$ cat src/rtl/mem_bus_arbiter.sv
// Round-robin arbiter sharing one line-refill memory port between the ICache
// (line fills) and the DCache (line reads / write-backs).
module mem_bus_arbiter #(
  parameter int ADDR_W = 32,
  parameter int LINE_W = 128
) (
  input  logic              clk,
  input  logic              rst_n,
  input  logic              ic_req_i,
  input  logic [ADDR_W-1:0] ic_addr_i,
  output logic              ic_ready_o,
  output logic [LINE_W-1:0] ic_data_o,
  input  logic              dc_req_i,
  input  logic              dc_we_i,
  input  logic [ADDR_W-1:0] dc_addr_i,
  input  logic [LINE_W-1:0] dc_wdata_i,
  output logic              dc_ready_o,
  output logic [LINE_W-1:0] dc_rdata_o,
  output logic              mem_req_o,
  output logic              mem_we_o,
  output logic [ADDR_W-1:0] mem_addr_o,
  output logic [LINE_W-1:0] mem_wdata_o,
  input  logic              mem_ready_i,
  input  logic [LINE_W-1:0] mem_rdata_i
);

  localparam logic [1:0] IDLE    = 2'd0;
  localparam logic [1:0] BUSY_IC = 2'd1;
  localparam logic [1:0] BUSY_DC = 2'd2;

  localparam logic [ADDR_W-1:0] LINE_MASK = {{(ADDR_W-4){1'b1}}, 4'b0000};

  function automatic logic [ADDR_W-1:0] line_addr(input logic [ADDR_W-1:0] a);
    return a & LINE_MASK;
  endfunction

  logic [1:0]        state_r;
  logic              pend_ic_r;
  logic              pend_dc_r;
  logic              ic_stale_r;
  logic              last_dc_r;
  logic [ADDR_W-1:0] ic_addr_r;
  logic              dc_we_r;
  logic [ADDR_W-1:0] dc_addr_r;
  logic [LINE_W-1:0] dc_wdata_r;

  logic              cand_ic_s;
  logic              cand_dc_s;
  logic              grant_ic_s;
  logic              grant_dc_s;
  logic              done_s;
  logic [ADDR_W-1:0] ic_addr_s;
  logic              dc_we_s;
  logic [ADDR_W-1:0] dc_addr_s;
  logic [LINE_W-1:0] dc_wdata_s;

  // Arbitration: same-cycle pulses count as candidates and override latched fields.
  always_comb begin
    cand_ic_s  = pend_ic_r | ic_req_i;
    cand_dc_s  = pend_dc_r | dc_req_i;
    ic_addr_s  = ic_req_i ? ic_addr_i : ic_addr_r;
    dc_we_s    = dc_req_i ? dc_we_i : dc_we_r;
    dc_addr_s  = dc_req_i ? dc_addr_i : dc_addr_r;
    dc_wdata_s = dc_req_i ? dc_wdata_i : dc_wdata_r;
    done_s     = mem_req_o & mem_ready_i;
    grant_ic_s = 1'b0;
    grant_dc_s = 1'b0;
    if (state_r == IDLE) begin
      if (cand_ic_s && cand_dc_s) begin
        grant_ic_s = last_dc_r;
        grant_dc_s = ~last_dc_r;
      end else begin
        grant_ic_s = cand_ic_s;
        grant_dc_s = cand_dc_s;
      end
    end else begin
      grant_ic_s = 1'b0;
      grant_dc_s = 1'b0;
    end
  end

  // Request capture; a grant in the same cycle consumes the pending request.
  always_ff @(posedge clk or negedge rst_n) begin
    if (!rst_n) begin
      pend_ic_r  <= 1'b0;
      pend_dc_r  <= 1'b0;
      ic_addr_r  <= '0;
      dc_we_r    <= 1'b0;
      dc_addr_r  <= '0;
      dc_wdata_r <= '0;
    end else begin
      if (ic_req_i) begin
        ic_addr_r <= ic_addr_i;
      end
      if (dc_req_i) begin
        dc_we_r    <= dc_we_i;
        dc_addr_r  <= dc_addr_i;
        dc_wdata_r <= dc_wdata_i;
      end
      if (grant_ic_s) begin
        pend_ic_r <= 1'b0;
      end else if (ic_req_i) begin
        pend_ic_r <= 1'b1;
      end
      if (grant_dc_s) begin
        pend_dc_r <= 1'b0;
      end else if (dc_req_i) begin
        pend_dc_r <= 1'b1;
      end
    end
  end

  // Transaction FSM and registered response outputs.
  always_ff @(posedge clk or negedge rst_n) begin
    if (!rst_n) begin
      state_r     <= IDLE;
      last_dc_r   <= 1'b1;
      ic_stale_r  <= 1'b0;
      mem_req_o   <= 1'b0;
      mem_we_o    <= 1'b0;
      mem_addr_o  <= '0;
      mem_wdata_o <= '0;
      ic_ready_o  <= 1'b0;
      ic_data_o   <= '0;
      dc_ready_o  <= 1'b0;
      dc_rdata_o  <= '0;
    end else begin
      ic_ready_o <= 1'b0;
      dc_ready_o <= 1'b0;
      case (state_r)
        IDLE: begin
          if (grant_ic_s) begin
            state_r     <= BUSY_IC;
            last_dc_r   <= 1'b0;
            mem_req_o   <= 1'b1;
            mem_we_o    <= 1'b0;
            mem_addr_o  <= line_addr(ic_addr_s);
            mem_wdata_o <= '0;
          end else if (grant_dc_s) begin
            state_r     <= BUSY_DC;
            last_dc_r   <= 1'b1;
            mem_req_o   <= 1'b1;
            mem_we_o    <= dc_we_s;
            mem_addr_o  <= line_addr(dc_addr_s);
            mem_wdata_o <= dc_wdata_s;
          end
        end
        BUSY_IC: begin
          // A re-pulse on the completion edge also supersedes the returning line.
          if (done_s) begin
            state_r    <= IDLE;
            mem_req_o  <= 1'b0;
            ic_stale_r <= 1'b0;
            if (!ic_stale_r && !ic_req_i) begin
              ic_ready_o <= 1'b1;
              ic_data_o  <= mem_rdata_i;
            end
          end else if (ic_req_i) begin
            ic_stale_r <= 1'b1;
          end
        end
        BUSY_DC: begin
          if (done_s) begin
            state_r    <= IDLE;
            mem_req_o  <= 1'b0;
            dc_ready_o <= 1'b1;
            if (!mem_we_o) begin
              dc_rdata_o <= mem_rdata_i;
            end
          end
        end
        default: begin
          state_r   <= IDLE;
          mem_req_o <= 1'b0;
        end
      endcase
    end
  end

endmodule

$ cat config.mk
export PLATFORM = sky130hd
export DESIGN_NAME = mem_bus_arbiter
export DESIGN_NICKNAME = d
export VERILOG_FILES = /design/src/rtl/mem_bus_arbiter.sv
export SDC_FILE = /design/constraint.sdc
export NUM_CORES = 1
export LEC_CHECK = 0
export CAP_MARGIN = 20
export CORE_AREA = 2 2 289 291
export DETAILED_ROUTE_END_ITERATION = 10
export DIE_AREA = 0 0 291 293
export SLEW_MARGIN = 40
export SYNTH_ARGS = -nofsm -noshare
export SYNTH_HDL_FRONTEND = slang
export SYNTH_SLANG_ARGS = --single-unit
$ cat constraint.sdc
create_clock -name clk -period 2.2 [get_ports clk]
set_input_delay 0.44 -clock clk [delete_from_list [all_inputs] [get_ports clk]]
set_output_delay 0.44 -clock clk [all_outputs]
set_load 0.01 [all_outputs]
==> flow_summary.yaml <==
run:
  max_cap_violations: 0
synthesis:
  yosys.area.top_type_share: 0.664
  synthTopCellsByArea: "dfrtp_1 (66%), mux2_2 (20%), a32o_1 (5.7%)"
  synth_most_common_cell: "dfrtp_1"
  yosys.area.top_type: "dfrtp_1"
  synth-edff-count: 0
  ys_warn_count: 0
  ys_seq_area_frac: 0.665
  ys_types: 29
  ys_top_cells_by_count: "dfrtp_1 (606), mux2_2 (413), a32o_1 (130), buf_2 (63), inv_1 (32)"
  synthCells: 1430
  ys_ff_latch: 607
  synth_area_sq_um: 22800
  async_flop_share: 1.00
  ys.flop_type: "dfrtp_1"
  avgSynthCellArea_sq_um: 16.0
drt:
  antenna_left: 0
  wl_mm: 73.3
  wire_per_inst_um: 21.9
  vias: 15400
  drcViolationCount: 0
  dr.pass1.iters: 5
  vias_per_cell: 4.61
  detail_route.iter0.violations: 756
layout:
  area_growth_pct: 50.7
  num-fill-cells: 7411
  final_core_util: 0.421
  final_cells: 3353
  drive_gt1_frac: 0.276
  nets: 2546
  fin_area_sq_um: 34400
sta:
  fin_tns_setup_ps: 0
  setup_viol: 0
  clock_skew_ps: 35.6
  holdWs_ps: 301
  finalCritPeriodShare: 0.946
  rsz0062_at_grt: "no"
  postLayoutSetupSlackWorst_ps: 118
  period_needed_ps: 2080
  max_freq_ghz: 0.480
  final_max_slew_viol_count: 0
  hold_violations: 0
global_route:
  grt_first_pass_wirelength_mm: 110
  overflow: 0
  grt_pass1_vias: 17200
  antenna_found_initial: 16
  grt_max_degree: 61
  grt_usage: 0.169
pwr:
  p_leak_nw: 14.8
  vdd_drop_max_mv: 0.894
  p_per_area_nw_per_um2: 1370
  total_power_mw: 47.3
place:
  dpl.cell_count: 3213
  dpl_cell_area_sq_um: 31900
  place_ws_ps: 61.2
  gp_congestion: 0.818
  port-buffer-count: 733
  dpl.hpwl_mm: 54.6
setup_path:
  crit_arrival_ps: 1640
  path_delay_family: "buffers and inverters"
  crit_type: "reg2out"
  cp_max_fo: 2
  cp-startpoint: "dc_rdata_o[70]"
  slowest_delay_ps: 640
  path_buf_inv: 1
  r2r_start: "state_r[0]"
  startpoint_type: "flip-flop"
  worstPathRequired_ps: 1760
  cp-end-kind: "primary output"
  worstPathCellList: "clkdlybuf4s50_1"
  crit_slowest_cell: "clkdlybuf4s50_1"
floorplanning:
  start_util: 0.279
  design.die.area_sq_um: 85300
  fp-row-count: 105
  core_sq_um: 81800
  dieHeight_um: 293
  io_pins: 746
  die_w_um: 291
clock_tree:
  clkLatencyLatePin_ps: 610
  cts_tree: "done"
  cts_buffers: 71
  cts_sinks: 607
  path_clk_slew_ps: 60
  h-tree-depth: 3
  clk_path_buf_depth: 3
  cts_root_buf: "clkbuf_16"
outcome:
  status: "completed"
min_path:
  hold_start: "ic_req_i"
  hold_path.class: "in2reg"
## what timing repair did
item                                    4_1_cts  5_1_grt
endpoints found under the setup margin        1        0
hold endpoints to repair                     24        0
buffers inserted                              0        0
gates resized for setup                       1        0
hold buffers                                  1        0
## final timing paths
path,end,cells past startpoint,slack (ps)
hold / removal,pend_ic_r,2,300
setup reg to reg,mem_addr_o[27],6,130
max in group asynchronous,ic_data_o[5],4,940
min in group asynchronous,dc_rdata_o[37],2,350
hold reg to reg,ic_addr_r[4],2,480
setup / recovery,dc_rdata_o[70],1,120
## per-layer routing
| layer | routed length, um | share of wire | GRT usage |
|---|---|---|---|
| met1 | 28500 | 0.39 | 0.197 |
| met2 | 36400 | 0.50 | 0.282 |
| met3 | 5190 | 0.071 | 0.0558 |
| met4 | 3190 | 0.044 | 0.0794 |
| met5 | 61 | 0.00083 | 0 |
## worst register-to-register path, stage by stage (launching register included)
cell,delay (ps)
dfrtp_1,390
inv_1,120
ha_1,400
o21a_4,350
buf_4,420
nand3_1,130
o211ai_1,130
## layout make-up
class	count	area, sq um	share of cell area
inverter	32	120	0.00349
sequential	607	15200	0.441
antenna	11	27.5	0.000800
clock inverter	33	439	0.0128
tap	1070	1340	0.0389
timing repair buffer	820	8360	0.243
multi-input combinational	685	6930	0.201
clock buffer	95	2020	0.0586
## state kept, by name, summed over array words and instances, names as in the netlist, 2 cells and up
name         flops
ic_addr_r       28
mem_wdata_o    128
dc_addr_r       28
dc_wdata_r     128
ic_data_o      128
state_r          2
mem_addr_o      28
dc_rdata_o     128
## report_power, final
group          switching (mW)  internal, mW  total (mW)
Clock                    4.91          7.24        12.2
Combinational            8.12          10.1        18.2
Sequential               1.94          14.9        16.9
## placed cells by master, fill, tap and decap left out, types with 6 or more instances in the layout
| cell type | synthesis | routed |
|---|---|---|
| a32o_1 | 130 | 130 |
| buf_12 | 0 | 29 |
| buf_4 | 17 | 57 |
| bufinv_16 | 0 | 6 |
| clkbuf_1 | 18 | 10 |
| clkbuf_16 | 0 | 72 |
| clkbuf_8 | 0 | 13 |
| clkdlybuf4s50_1 | 0 | 729 |
| clkinv_2 | 0 | 14 |
| clkinvlp_4 | 0 | 6 |
| dfrtp_1 | 606 | 606 |
| diode_2 | 0 | 11 |
| inv_1 | 32 | 32 |
| mux2_2 | 413 | 413 |
| mux2i_1 | 28 | 28 |
| nand2_1 | 29 | 29 |
| nand3_1 | 28 | 28 |
| o211ai_1 | 28 | 28 |
## kinds of logic after synthesis
family          Yosys count  share of synthesized area
flops                   607                      0.665
simple gates             64                     0.0125
other cells               1                   0.000164
compound gates          173                     0.0715
fa+ha+maj                 3                    0.00164
mux                     441                      0.216
buf+inv                 141                     0.0330
No activity file was read; power rests on OpenSTA's default activity.
